[src/rtl/uart_rx_fifo.sv]
// 8N1 UART receiver with centre-of-bit sampling feeding a first-word-fall-through FIFO.
// Define UART_RX_PARITY_EN to receive 8E1 frames (even parity checked, bad bytes dropped).
module uart_rx_fifo #(
    parameter int CLKS_PER_BIT = 434,
    parameter int FIFO_AW      = 3
) (
    input  logic        clk_50,
    input  logic        reset,
    input  logic        rxd,
    input  logic        rd_en,
    output logic [7:0]  rd_data,
    output logic        rd_valid,
    output logic        framing_error,
    output logic        overflow_error,
    output logic        parity_error,
    output logic [15:0] byte_count
);

    localparam int TW    = $clog2(CLKS_PER_BIT);
    localparam int DEPTH = 1 << FIFO_AW;
    localparam logic [TW-1:0] FULL_BIT = TW'(CLKS_PER_BIT - 1);
    localparam logic [TW-1:0] HALF_BIT = TW'(CLKS_PER_BIT / 2 - 1);

    localparam logic [2:0] S_IDLE   = 3'd0;
    localparam logic [2:0] S_START  = 3'd1;
    localparam logic [2:0] S_DATA   = 3'd2;
    localparam logic [2:0] S_STOP   = 3'd3;
    localparam logic [2:0] S_BREAK  = 3'd4;
`ifdef UART_RX_PARITY_EN
    localparam logic [2:0] S_PARITY = 3'd5;
`endif

    logic [1:0]         sync_q, sync_d;
    logic [2:0]         state_q, state_d;
    logic [TW-1:0]      timer_q, timer_d;
    logic [2:0]         idx_q, idx_d;
    logic [7:0]         shift_q, shift_d;
    logic               framing_q, framing_d;
    logic               overflow_q, overflow_d;
    logic [15:0]        count_q, count_d;
    logic [FIFO_AW:0]   wr_ptr_q, wr_ptr_d;
    logic [FIFO_AW:0]   rd_ptr_q, rd_ptr_d;
    logic [DEPTH-1:0][7:0] mem_q, mem_d;
`ifdef UART_RX_PARITY_EN
    logic               par_bad_q, par_bad_d;
    logic               parity_q, parity_d;
`endif

    logic rxd_s, tick, push_req, push_ok, pop, empty, full;

    assign rxd_s = sync_q[1];
    assign tick  = (timer_q == '0);
    assign empty = (wr_ptr_q == rd_ptr_q);
    assign full  = (wr_ptr_q[FIFO_AW] != rd_ptr_q[FIFO_AW]) &&
                   (wr_ptr_q[FIFO_AW-1:0] == rd_ptr_q[FIFO_AW-1:0]);
    assign pop   = rd_en && !empty;

    always_comb begin
        sync_d    = {sync_q[0], rxd};
        state_d   = state_q;
        timer_d   = timer_q;
        idx_d     = idx_q;
        shift_d   = shift_q;
        framing_d = framing_q;
        push_req  = 1'b0;
`ifdef UART_RX_PARITY_EN
        par_bad_d = par_bad_q;
        parity_d  = parity_q;
`endif
        case (state_q)
            S_IDLE: begin
                if (!rxd_s) begin
                    state_d = S_START;
                    timer_d = HALF_BIT;
                end
            end
            S_START: begin
                if (!tick) begin
                    timer_d = timer_q - 1'b1;
                end else if (!rxd_s) begin
                    state_d = S_DATA;
                    idx_d   = 3'd0;
                    timer_d = FULL_BIT;
                end else begin
                    state_d = S_IDLE;
                end
            end
            S_DATA: begin
                if (!tick) begin
                    timer_d = timer_q - 1'b1;
                end else begin
                    shift_d[idx_q] = rxd_s;
                    timer_d        = FULL_BIT;
                    if (idx_q == 3'd7) begin
`ifdef UART_RX_PARITY_EN
                        state_d = S_PARITY;
`else
                        state_d = S_STOP;
`endif
                    end else begin
                        idx_d = idx_q + 3'd1;
                    end
                end
            end
`ifdef UART_RX_PARITY_EN
            S_PARITY: begin
                if (!tick) begin
                    timer_d = timer_q - 1'b1;
                end else begin
                    // even parity: data bits plus parity bit must XOR to zero
                    par_bad_d = ^{shift_q, rxd_s};
                    parity_d  = parity_q | par_bad_d;
                    timer_d   = FULL_BIT;
                    state_d   = S_STOP;
                end
            end
`endif
            S_STOP: begin
                if (!tick) begin
                    timer_d = timer_q - 1'b1;
                end else if (rxd_s) begin
`ifdef UART_RX_PARITY_EN
                    push_req = !par_bad_q;
`else
                    push_req = 1'b1;
`endif
                    state_d  = S_IDLE;
                end else begin
                    framing_d = 1'b1;
                    state_d   = S_BREAK;
                end
            end
            S_BREAK: begin
                // hold off until the line returns high so a stuck-low rxd cannot retrigger
                if (rxd_s) state_d = S_IDLE;
            end
            default: state_d = S_IDLE;
        endcase

        // a pop in the same cycle frees the slot, so a push into a full FIFO still lands
        push_ok    = push_req && (!full || pop);
        overflow_d = overflow_q | (push_req && full && !pop);
        count_d    = count_q + 16'(push_ok);
        wr_ptr_d   = wr_ptr_q + {{FIFO_AW{1'b0}}, push_ok};
        rd_ptr_d   = rd_ptr_q + {{FIFO_AW{1'b0}}, pop};
        mem_d      = mem_q;
        if (push_ok) mem_d[wr_ptr_q[FIFO_AW-1:0]] = shift_q;
    end

    always_ff @(posedge clk_50) begin
        if (reset) begin
            sync_q     <= 2'b11;
            state_q    <= S_IDLE;
            timer_q    <= '0;
            idx_q      <= 3'd0;
            shift_q    <= 8'h00;
            framing_q  <= 1'b0;
            overflow_q <= 1'b0;
            count_q    <= 16'h0000;
            wr_ptr_q   <= '0;
            rd_ptr_q   <= '0;
`ifdef UART_RX_PARITY_EN
            par_bad_q  <= 1'b0;
            parity_q   <= 1'b0;
`endif
        end else begin
            sync_q     <= sync_d;
            state_q    <= state_d;
            timer_q    <= timer_d;
            idx_q      <= idx_d;
            shift_q    <= shift_d;
            framing_q  <= framing_d;
            overflow_q <= overflow_d;
            count_q    <= count_d;
            wr_ptr_q   <= wr_ptr_d;
            rd_ptr_q   <= rd_ptr_d;
`ifdef UART_RX_PARITY_EN
            par_bad_q  <= par_bad_d;
            parity_q   <= parity_d;
`endif
        end
    end

    // storage needs no reset; rd_data is masked while the FIFO is empty
    always_ff @(posedge clk_50) begin
        mem_q <= mem_d;
    end

    assign rd_valid       = !empty;
    assign rd_data        = empty ? 8'h00 : mem_q[rd_ptr_q[FIFO_AW-1:0]];
    assign framing_error  = framing_q;
    assign overflow_error = overflow_q;
    assign byte_count     = count_q;
`ifdef UART_RX_PARITY_EN
    assign parity_error   = parity_q;
`else
    assign parity_error   = 1'b0;
`endif

endmodule

[config.mk]
export PLATFORM = sky130hd
export DESIGN_NAME = uart_rx_fifo
export DESIGN_NICKNAME = d
export VERILOG_FILES = /design/src/rtl/uart_rx_fifo.sv
export SDC_FILE = /design/constraint.sdc
export NUM_CORES = 1
export LEC_CHECK = 0
export ABC_AREA = 1
export CORE_ASPECT_RATIO = 2
export CORE_MARGIN = 3
export CORE_UTILIZATION = 40
export DETAILED_ROUTE_END_ITERATION = 10
export PLACE_DENSITY = 0.7
export REMOVE_ABC_BUFFERS = 1
export SLEW_MARGIN = 25
export SYNTH_ARGS = -nofsm -noshare
export SYNTH_HDL_FRONTEND = slang
export SYNTH_SLANG_ARGS = --single-unit
[constraint.sdc]
create_clock -name clk_50 -period 2.9 [get_ports clk_50]
set_input_delay 0.29 -clock clk_50 [delete_from_list [all_inputs] [get_ports clk_50]]
set_output_delay 0.29 -clock clk_50 [all_outputs]
set_load 0.02 [all_outputs]
## After elaboration in Yosys (flattened, before gate mapping)

Cells that the tools add are included.

- Bits in registers: 115
- Input port bits: 4
- Output and inout port bits: 28
- Logic and storage cells: 100

- $add $sub $neg: 5
- $lt $le $gt $ge: 5
- Equal/unequal tests: 18
- Muxes and demuxes: 32
- Bitwise operators: 2
- Reductions and logical operators: 20

Operator list:

| kind | count |
|---|---|
| $bwmux 64 | 1 |
| $mux 9 | 5 |
| $pmux 9 s4 | 1 |
| $mux 3 | 11 |
| $bmux 8 s3 | 1 |
| $demux 8 s3 | 1 |
| $mux 8 | 3 |
| $ne 2x2->1 const B | 9 |
| $add 16x1->16 | 1 |
| $pmux 3 s5 | 1 |
| $lt 3x4->1 const B | 3 |
| $logic_not 9->1 | 1 |
| $sub 9x1->9 const B | 1 |
| $add 4x1->4 | 2 |
| $bwmux 8 | 1 |
| $logic_and 1x1->1 | 7 |
| $eq 3x2->1 const B | 2 |
| $eq 3x3->1 const B | 2 |
| $ge 3x1->1 const B | 2 |
| $pmux 3 s2 | 1 |
| $reduce_and 6->1 | 1 |
| $reduce_and 5->1 | 1 |
| $eq 4x4->1 | 1 |
| $mux 1 | 4 |
| other kinds (17) | 19 |

## Longest topological paths before layout

- Depth after elaboration: 6
- Mapped depth: 19
- Depth with buffers taken out: 19

## Least setup slack after synthesis

No wires, ideal clock.

- Kind: reg2reg
- Start: register timer_q[0]
- End: register count_q[12] (netlist: byte_count[12])
- Library setup time: 0.115 ns
- Arrival: 2.311 ns
- Data required time: 2.785 ns
- Path slack: 0.473 ns
- Cell stages (with the launch flop): 20
- Buffers on the path: 0
- Period minus slack after synthesis: 2.427 ns
- Path through: dfxtp_1 > inv_1 > ha_1 > nand2_1 > nor2_4 > nand3_4 > clkinv_1 > nand2_1 > nor2_2 > ha_1 > ha_1 > nand2_1 > inv_1 > nand4_1 > nor2_1 > inv_1 > nor2_1 > nand3_1 > nand2_1 > nor2_1

- Cells in the longest elaborated chain, start to end: 5

Ends and longest elaborated chain:

| what | line | RTL |
|---|---|---|
| start: declaration | 35 | `logic [TW-1:0] timer_q, timer_d;` |
| start signal: assignment | 169 | `timer_q <= timer_d;` |
| $logic_not 9->1 | 52 | `assign tick = (timer_q == '0);` |
| $mux 1 | 119 | `if (!tick) begin` |
| $mux 1 | 70 | `case (state_q)` |
| $logic_and 1x1->1 | 141 | `push_ok = push_req && (!full \|\| pop);` |
| $add 16x1->16 | 143 | `count_d = count_q + 16'(push_ok);` |
| end signal: assignment | 174 | `count_q <= count_d;` |
| end: declaration | 40 | `logic [15:0] count_q, count_d;` |

Every way passes these cells.
A chain may end at the register's enable or synchronous reset.

## Final worst setup path

- Start: register rd_ptr_q[1]
- End: output rd_data[6]

- Cells in the longest elaborated chain, start to end: 3
- Elaborated cells on any way between the ends: 4
- Those cells by class: eq/ne: 1; mux: 3

Ends and longest elaborated chain:

| what | line | RTL |
|---|---|---|
| start: declaration | 42 | `logic [FIFO_AW:0] rd_ptr_q, rd_ptr_d;` |
| start signal: assignment | 176 | `rd_ptr_q <= rd_ptr_d;` |
| $bmux 8 s3 | 190 | `assign rd_data = empty ? 8'h00 : mem_q[rd_ptr_q[FIFO_AW-1:0]];` |
| $mux 8 (implied by the code) | 190 |  |
| $mux 8 (*) | 190 |  |
| end: declaration | 11 | `output logic [7:0] rd_data,` |

Every way passes the cells marked *; elsewhere a longest branch is shown, timed or not. The select of a mux whose other input is x is not followed.

==> flow_summary.json <==
{
  "std_cell_rows": 57,
  "syn_inst": 560,
  "hold_violations_final": 0,
  "post_cts_buffers": 0,
  "seqPwrFrac_pct": 40.0,
  "clock_tree.htree_level_count": 4,
  "yosys_most_used_dff": "edfxtp_1",
  "nets": 620,
  "finalClockSkew_ns": 0.00873,
  "clk-insertion-delay-late_ns": 0.40,
  "timing.final.max_slew_violations": 0,
  "wl_per_cell_um": 13.7,
  "status": "finished, final reports clean",
  "worstMarginPinSlew_ns": 0.710,
  "yosysTopAreaCell": "edfxtp_1",
  "final.period_utilization_pct": 92.6,
  "grt_util_all_layers_pct": 15.6,
  "place.gp.congestion": 0.849,
  "clock_tree.root_cell": "clkbuf_16",
  "finalSetupTns_ns": 0,
  "most_frequent_cells_in_the_layout": "nor2_1, o21ai_0, edfxtp_1, inv_1, dfxtp_1",
  "timing.final.setup_violations": 0,
  "diodes": 0,
  "cts_sinks": 115,
  "synth.avg_cell_area_um2": 9.10,
  "cts.clk_slew.worst_paths_ns": 0.05,
  "synth_top_cell_area_share_pct": 37.7,
  "syn_area_um2": 5100,
  "worstSetupPathType": "register to output port",
  "final_antenna_net_count": 0,
  "worstPathMaxFanout": 17,
  "vias": 3909,
  "io_pins": 32,
  "placement.cell_area_um2": 5600,
  "sw_frac_of_total_pct": 27.0,
  "grt_setup_unrepaired": "no",
  "io_buffer_count": 30,
  "power_switching_mw": 1.24,
  "start_util_pct": 41.3,
  "seq_cells_post_synth": 115,
  "route.detailed.vias_per_inst": 5.11,
  "ctsLongestPathBuffers": 2,
  "required_time_of_the_worst_setup_path_ns": 2.61,
  "area_delta_synth_final_pct": 21.5,
  "hold_path_class": "register to register",
  "drt_first_pass_iters": 4,
  "cts-buffers-inserted": 17,
  "grt_antenna_before_repair": 0,
  "critical_path_arrival_ns": 2.40,
  "first_pass_grt_wire_length_um": 17600,
  "worstSetupStartpointType": "register",
  "dpl.cell_count": 733,
  "design_area_um2": 6190,
  "core_um2": 12300,
  "share_comb_of_total_power_pct": 16.7,
  "die_area_um2": 14200,
  "mostFrequentLayoutCell": "nor2_1",
  "gr-total-overflow": 0,
  "dp_hpwl_um": 7420,
  "drv.max_cap_violation_count": 0,
  "instances_no_fill": 765,
  "max-slew-margin-rel_pct": 52.6,
  "leakagePower_nw": 2.38,
  "irDropWorstVdd_mv": 0.586,
  "maxClockFrequency_ghz": 0.372,
  "cts.hold.buffers_added": 0,
  "horizontal_die_dimension_um": 85.8,
  "p_per_area_nw_per_um2": 743,
  "unique_masters_post_synth": 32,
  "synth-warning-count": 0,
  "grt_max_degree": 33,
  "yosys-top-cells-area": "edfxtp_1, dfxtp_1, nor2_1",
  "drt_wl_total_um": 10500,
  "asr_flop_ratio_synth_pct": 0,
  "post_route_cells_drive_above_1_share_pct": 11.5,
  "setup.worst_path.end_class": "output port",
  "drtIter0Drc": 157,
  "edff_count_synth": 64,
  "synth.yosys.seq_area_share_pct": 57.7,
  "p_int_mw": 3.36,
  "die-height_um": 166,
  "drc": 0,
  "cts_tree": "yes",
  "power.share.clock_pct": 43.3,
  "min_period_ns": 2.69,
  "via_count_of_the_first_global_routing_pass": 4020
}
==> Yosys cell counts (11+ instances only) <==
cell / n
ha_1: 11
a21oi_1: 23
o21ai_0: 72
nor2_1: 130
xor2_1: 11
edfxtp_1: 64
inv_1: 53
nand3_1: 17
nand2_1: 50
nor3_1: 12
dfxtp_1: 51
==> logic make-up (layout without fill, tap and decap cells) <==
logic type | Yosys count | in the layout | synth area share (%)
fa+ha+maj | 11 | 11 | 2.70
buf+inv | 77 | 135 | 6.06
flops | 115 | 115 | 57.7
compound gates | 110 | 110 | 11.2
simple gates | 232 | 232 | 19.8
other cells | 1 | 1 | 0.0736
xor+xnor | 14 | 14 | 2.41
==> routing by layer <==
layer	part of all wire, %	global-route usage [%]	up-vias
li1	-	-	1940
met1	36	14.5	1843
met2	57	28.8	94
met3	4.2	4.57	32
met4	3.3	9.37	0
met5	0	0	-
==> state kept, by name, indices dropped and copies added (netlist names) <==
signal / cells
idx_q: 3
overflow_error: 1
shift_q: 8
timer_q: 9
wr_ptr_q: 4
state_q: 3
rd_ptr_q: 4
sync_q: 2
byte_count: 16
mem_q: 64
framing_error: 1
==> area by class of cell <==
type                       count  area (um^2)
clock buffer                  24          514
clock inverter                 8         73.8
fill                        1112         6140
inverter                      58          218
multi-input combinational    368         1850
sequential                   115         2940
tap                          147          184
timing repair buffer          45          417
==> stage by stage <==
step	utilization [%]	worst slack, ns	hold slack [ns]	power [mW]
2_1_floorplan	-	0.293	0.359	2.47
5_1_grt	50.2	0.00958	0.442	4.81
3_5_place_dp	45.4	0.369	0.397	2.64
6_report	50.2	0.214	0.409	4.60
3_3_place_gp	45.4	0.448	0.395	2.61
4_1_cts	50.2	0.0874	0.413	4.64
==> worst paths after layout <==
check,startpoint,to,slack [ns],cells past startpoint
hold / removal,sync_q[0],sync_q[1],0.41,1
setup / recovery,rd_ptr_q[1],rd_data[6],0.21,6
setup reg to reg,timer_q[0],byte_count[14],0.38,19
hold reg to reg,sync_q[0],sync_q[1],0.41,1
==> worst max-delay path, cell delays in order, from the launching register on <==
cell	delay (ns)
dfxtp_1	0.49
buf_4	0.29
o21ai_0	0.10
o21ai_0	0.20
o21ai_0	0.11
a31oi_1	0.17
clkdlybuf4s50_1	0.63
==> power by group through the flow <==
stage	sequential, mW	combinational (mW)	clock, mW
2_1_floorplan	1.86	0.613	0
3_3_place_gp	1.87	0.747	0
3_5_place_dp	1.87	0.769	0
4_1_cts	1.84	0.773	2.02
5_1_grt	1.85	0.870	2.09
6_report	1.84	0.766	1.99
==> what timing repair did <==
item                                   CTS  global route
gates resized for setup                  0             1
setup endpoints to repair                0             6
endpoints found under the hold margin    0             0
(Power assumes the default switching activity.)
